**config.mk**
```make
export PLATFORM = sky130hd
export DESIGN_NAME = audio_track_sequencer
export DESIGN_NICKNAME = d
export VERILOG_FILES = /design/src/rtl/audio_pkg.sv /design/src/rtl/rate_tick_gen.sv /design/src/rtl/audio_track_sequencer.sv
export SDC_FILE = /design/constraint.sdc
export NUM_CORES = 1
export LEC_CHECK = 0
export ABC_AREA = 1
export CORE_ASPECT_RATIO = 1.4
export CORE_MARGIN = 1
export CORE_UTILIZATION = 51
export CTS_BUF_LIST = sky130_fd_sc_hd__clkbuf_8
export DETAILED_ROUTE_END_ITERATION = 6
export PLACE_DENSITY = 0.89
export SKIP_CTS_REPAIR_TIMING = 1
export SYNTH_ARGS = -nofsm -noshare
export SYNTH_HDL_FRONTEND = slang
export SYNTH_SLANG_ARGS = --single-unit
```
**constraint.sdc**
```tcl
create_clock -name CLOCK_50 -period 2.2 [get_ports CLOCK_50]
set_input_delay 0.33 -clock CLOCK_50 [delete_from_list [all_inputs] [get_ports CLOCK_50]]
set_output_delay 0.33 -clock CLOCK_50 [all_outputs]
set_load 0.01 [all_outputs]
```
**src/rtl/audio_pkg.sv**
```systemverilog
// Shared types and constants for the audio track sequencer.
package audio_pkg;

  typedef enum logic {
    S_IDLE = 1'b0,
    S_PLAY = 1'b1
  } state_e;

  localparam int unsigned         UNDER_W   = 8;
  localparam logic [UNDER_W-1:0]  UNDER_MAX = '1;

  // Track-select width; a single-track build still needs a 1-bit bank port.
  function automatic int unsigned ts_width(input int unsigned n);
    return (n > 1) ? $clog2(n) : 1;
  endfunction

endpackage

```
**src/rtl/rate_tick_gen.sv**
```systemverilog
// Sample-period divider: counts 0..RATE_DIV-1 while enabled, tick_c on the last count.
module rate_tick_gen #(
  parameter int unsigned RATE_DIV = 6250
) (
  input  logic clk,
  input  logic rst_n,
  input  logic clear_i,
  input  logic en_i,
  output logic tick_c
);

  localparam int unsigned      CNT_W   = (RATE_DIV > 1) ? $clog2(RATE_DIV) : 1;
  localparam logic [CNT_W-1:0] CNT_MAX = CNT_W'(RATE_DIV - 1);

  logic [CNT_W-1:0] cnt_q, cnt_d;

  assign tick_c = en_i & ~clear_i & (cnt_q == CNT_MAX);

  always_comb begin
    cnt_d = cnt_q;
    if (clear_i)   cnt_d = '0;
    else if (en_i) cnt_d = tick_c ? '0 : cnt_q + CNT_W'(1);
  end

  always_ff @(posedge clk or negedge rst_n) begin
    if (!rst_n) cnt_q <= '0;
    else        cnt_q <= cnt_d;
  end

endmodule

```
**src/rtl/audio_track_sequencer.sv**
```systemverilog
// Steps a ROM address per sample period over a selected track bank, scales the
// returned sample and feeds it to the audio controller; counts missed periods.
module audio_track_sequencer
  import audio_pkg::*;
#(
  parameter int unsigned N_TRACKS    = 4,
  parameter int unsigned ADDR_W      = 16,
  parameter int unsigned TRACK_LEN   = 64000,
  parameter int unsigned RATE_DIV    = 6250,
  parameter int unsigned SAMPLE_W    = 8,
  parameter int unsigned OUT_W       = 32,
  parameter int unsigned ROM_LATENCY = 1,
  localparam int unsigned TS_W       = ts_width(N_TRACKS)
) (
  input  logic                CLOCK_50,
  input  logic                resetn,
  input  logic                start,
  input  logic                stop,
  input  logic [TS_W-1:0]     track_sel,
  input  logic                loop_en,
  input  logic [2:0]          vol_shift,
  output logic [TS_W-1:0]     rom_bank,
  output logic [ADDR_W-1:0]   rom_addr,
  input  logic [SAMPLE_W-1:0] rom_q,
  input  logic                audio_out_allowed,
  output logic                write_audio_out,
  output logic [OUT_W-1:0]    left_audio_out,
  output logic [OUT_W-1:0]    right_audio_out,
  output logic                busy,
  output logic                done,
  output logic [7:0]          underrun_cnt
);

  localparam logic [ADDR_W-1:0] LAST_ADDR = ADDR_W'(TRACK_LEN - 1);

  state_e               state_q, state_d;
  logic [TS_W-1:0]      bank_q, bank_d;
  logic                 loop_q, loop_d;
  logic [ADDR_W-1:0]    addr_q, addr_d;
  logic [ROM_LATENCY:0] vld_q, vld_d;
  logic [SAMPLE_W-1:0]  sample_q, sample_d;
  logic [OUT_W-1:0]     out_q, out_d;
  logic                 seen_q, seen_d;
  logic [UNDER_W-1:0]   under_q, under_d;
  logic                 done_q, done_d;
  logic                 addr_chg;
  logic                 restart;
  logic                 tick;
  logic                 seen_now;

  rate_tick_gen #(.RATE_DIV(RATE_DIV)) u_tick (
    .clk     (CLOCK_50),
    .rst_n   (resetn),
    .clear_i ((state_q == S_IDLE) | start | stop),
    .en_i    (state_q == S_PLAY),
    .tick_c  (tick)
  );

  assign restart  = start & ~stop;
  assign seen_now = seen_q | audio_out_allowed;

  // Next state: stop beats start, start beats the sample tick.
  always_comb begin
    state_d  = state_q;
    bank_d   = bank_q;
    loop_d   = loop_q;
    addr_d   = addr_q;
    seen_d   = 1'b0;
    under_d  = under_q;
    done_d   = 1'b0;
    addr_chg = 1'b0;
    if (state_q == S_PLAY && stop) begin
      state_d = S_IDLE;
      addr_d  = '0;
    end else if (restart) begin
      state_d  = S_PLAY;
      bank_d   = track_sel;
      loop_d   = loop_en;
      addr_d   = '0;
      addr_chg = 1'b1;
    end else if (state_q == S_PLAY) begin
      seen_d = seen_now;
      if (tick) begin
        seen_d = 1'b0;
        if (!seen_now && under_q != UNDER_MAX) under_d = under_q + UNDER_W'(1);
        if (addr_q != LAST_ADDR) begin
          addr_d   = addr_q + ADDR_W'(1);
          addr_chg = 1'b1;
        end else if (loop_q) begin
          addr_d   = '0;
          addr_chg = 1'b1;
        end else begin
          state_d = S_IDLE;
          addr_d  = '0;
          done_d  = 1'b1;
        end
      end
    end
  end

  // The valid pipe is one stage deeper than the ROM since the address itself is registered.
  always_comb begin
    vld_d    = '0;
    sample_d = '0;
    out_d    = '0;
    if (state_d == S_PLAY) begin
      vld_d    = {vld_q[ROM_LATENCY-1:0], addr_chg};
      sample_d = vld_q[ROM_LATENCY] ? rom_q : sample_q;
      out_d    = OUT_W'(sample_d) << vol_shift;
    end
  end

  always_ff @(posedge CLOCK_50 or negedge resetn) begin
    if (!resetn) begin
      state_q  <= S_IDLE;
      bank_q   <= '0;
      loop_q   <= 1'b0;
      addr_q   <= '0;
      vld_q    <= '0;
      sample_q <= '0;
      out_q    <= '0;
      seen_q   <= 1'b0;
      under_q  <= '0;
      done_q   <= 1'b0;
    end else begin
      state_q  <= state_d;
      bank_q   <= bank_d;
      loop_q   <= loop_d;
      addr_q   <= addr_d;
      vld_q    <= vld_d;
      sample_q <= sample_d;
      out_q    <= out_d;
      seen_q   <= seen_d;
      under_q  <= under_d;
      done_q   <= done_d;
    end
  end

  assign busy            = (state_q == S_PLAY);
  assign write_audio_out = audio_out_allowed & busy;
  assign rom_bank        = bank_q;
  assign rom_addr        = addr_q;
  assign left_audio_out  = out_q;
  assign right_audio_out = out_q;
  assign done            = done_q;
  assign underrun_cnt    = under_q;

endmodule

```
==> results by group <==
Critical path
  – Max incr delay on CP: 430 ps
  – R2R cell count: 8
  – Worst r2r dst: sample_q[0]$_DFF_PN0_
  – Slowest library cell on the worst path: dfrtp_1
  – Startpoint Class: flip-flop
  – Crit-path max FO: 24
  – Worst R2R Setup Slack: 320 ps
  – Worst EP arrival: 2090 ps
  – CP Cell Sequence: ha_1 > nand3_1 > inv_2 > nand2_2 > nor2_4 > nand3_2 > nand2_4 > a21boi_0
  – Worst setup endpoint: sample_q[0]$_DFF_PN0_
  – Worst Path Required: 2400 ps
  – Setup crit end kind: flip-flop
  – Setup Crit Path Kind: flip-flop to flip-flop
  – R2r startpoint: rom_addr[0]$_DFFE_PN0P_
  – Critical path startpoint: rom_addr[0]$_DFFE_PN0P_

STA
  – RSZ-0062 raised after global routing: false
  – Fin crit period: 1880 ps
  – Setup TNS: 0 ps
  – Final Max Slew Viols: 0
  – Setup violations, final: 0
  – Worst Hold Slack: -2.21 ps
  – Hold Fails Final Rpt: 2
  – Fmax achieved: roughly 530 MHz
  – Fin crit share: a little under nine tenths
  – Worst Clk Skew: 8.71 ps
  – Min setup slack post-route: around 320 ps

Floorplan
  – Die Wd: 78.9 um
  – I/O pin cnt: 112
  – Die Ht: ~110 um
  – Initial Util: between 50% and 60%
  – Row Count: 38
  – Core Region: about 7900 sq um
  – Die outline area: 8650 sq um

Logic synthesis
  – Synth cell types: 37
  – Dominant cell type by area after synthesis: dfrtp_1
  – Ys async rst share: 100%
  – Ranking of synthesized cells by area: dfrtp_1 (40%), nand2_1 (11%), buf_4 (8.7%)
  – Synthesized area per cell: 7.91 sq um
  – Mapped Area: 4220 sq um
  – Top cells by count, synth: nand2_1 (122), dfrtp_1 (68), nand3_1 (55), nor2_1 (51), buf_4 (49)
  – Synth Register Bits: 68
  – Synth Flop Type: dfrtp_1
  – Top-count cell post-synth: nand2_1
  – Cells after Synth: about 530
  – Syn. warnings: 0
  – Sequential area share after synthesis: 40.3%
  – Number of synthesized flops with an enable pin: 0
  – Yosys top cell area share: 40.3%

Run status
  – Failing checks: hold timing
  – Outcome: complete, but fails checks

Layout
  – Final #Nets: approximately 630
  – Post-layout util: a little under two thirds
  – Layout cells sized above 1: 13.7%
  – Fillers: 710
  – Register Area: 1700 sq um
  – Antenna cell count: 0
  – Area of the multi-input gates: 1960 sq um
  – Area Overhead vs Synth: 19.1%

Detailed routing
  – Vias: 3584
  – DRC violations left: 0
  – Drt pass-1 iters: 4
  – Iteration-0 DRC Markers: 204
  – Post-route ant nets: 0
  – Vias per cell: 5.06
  – Avg WL per Cell: approximately 12 um
  – Final WL: ~9000 um

Clock tree
  – Clock Tree Root: clkbuf_8
  – Clk_lat worst skew: 350 ps
  – CTS tree: yes
  – CTS clk-pin slew, worst paths: 70 ps
  – CTS Buf Count: 9
  – Clock Tree Buf Depth: 2
  – Clk sinks: 68
  – Htree depth: 3

Pwr
  – P_leak: 2.32 nW
  – Power Total: 2.70 mW
  – Peak supply drop: about 0.00036 V
  – Pwr dens: 538 nW/um^2

Global route
  – All-Layer GR Usage: approximately 22%
  – Global-route wire length before repair: 15100 um
  – Grt ovf: 0
  – Vias in the first global route: 3586
  – Largest net degree at the start of global routing: 41
  – Initial antenna violation count: 0

Place
  – Final HPWL DP: 6660 um
  – Port bufs: between 70 and 80
  – GPL Wtd Cong: ~0.98
  – Dpl ws: 183 ps

Min path
  – Worst Hold Class: input pin to asynchronous set/reset pin

Run
  – Max_cap viols: 0
==> per-layer routing <==
metal,vias to the layer above,global-route usage (%),part of all wire (%)
met5,-,0,0
li1,1764,-,-
met1,1678,23.7,39
met4,0,11.8,3.0
met2,117,41.6,54
met3,25,3.90,4.8
==> critical path: cells and delay by family, from the launching register on <==
family                     cells  cell delay, ps
and+or+nand+nor                5             800
DFF                            1             430
adders and majority gates      1             220
AOI/OAI and AO/OA              1             160
buffers and inverters          1             110
==> cells in the final DEF, fill, tap and decap left out, types with 3 or more instances in the layout <==
cell type / instances
xor2_1: 8
nor2_4: 3
buf_4: 10
a21boi_0: 5
o21ai_1: 3
nor3_1: 12
a21oi_2: 16
a21boi_2: 5
inv_2: 9
nor2_1: 51
nand2_2: 5
nand4_1: 6
dfrtp_1: 68
clkbuf_8: 11
conb_1: 34
nand3_2: 6
a21oi_1: 17
clkdlybuf4s50_1: 76
o21ai_0: 12
nor2_2: 7
ha_1: 4
nand3_1: 55
inv_1: 43
nand2_1: 122
==> sequential cells by signal, indices dropped and copies added, names as in the netlist <==
signal          flops
rom_bank            2
loop_q              1
busy                1
rom_addr           16
vld_q               2
seen_q              1
sample_q            8
done                1
u_tick.cnt_q       13
left_audio_out     15
underrun_cnt        8
==> worst min path at each step <==
stage	end	slack (ps)	cells after the start	startpoint
final	rom_addr[7]$_DFFE_PN0P_	-2	2	resetn
after global routing	rom_addr[7]$_DFFE_PN0P_	30	2	resetn
after CTS	underrun_cnt[7]$_DFFE_PN0P_	3	2	resetn
after detailed placement	rom_addr[12]$_DFFE_PN0P_	370	2	resetn
after global placement	rom_addr[12]$_DFFE_PN0P_	380	2	resetn
after floorplan	busy$_DFF_PN0_	30	0	resetn
==> kinds of logic after synthesis <==
family	synth area share, %
DFF	40.3
muxes	0.533
other	0.0888
xor gates and xnor gates	1.87
adders and majority gates	1.19
AOI/OAI and AO/OA	9.87
buffers and inverters	16.2
and+or+nand+nor	29.9
==> layout make-up <==
type	count	area share [%]
repair buffers	87	16.7
well taps	100	2.49
clock inverters	5	1.02
multi-input cells	384	38.9
clock buffers	11	3.01
inverters	53	3.96
flip-flops and latches	68	33.8
==> where the power goes <==
group          internal [mW]  total, mW  switching [mW]
Clock                  0.577       1.04           0.460
Combinational          0.150      0.371           0.221
Sequential              1.28       1.30          0.0180
Total                   2.01       2.70           0.699
==> per-stage QoR <==
step                cells  hold WS (ps)  instance area, sq um
finish                708         -2.21                  5030
global route          708          34.3                  5030
CTS                   708          2.85                  5030
detailed placement    692           375                  4820
global placement      692           378                  4820
floorplan             567          34.4                  4350
Note: power is estimated with default switching activity, not from simulation.
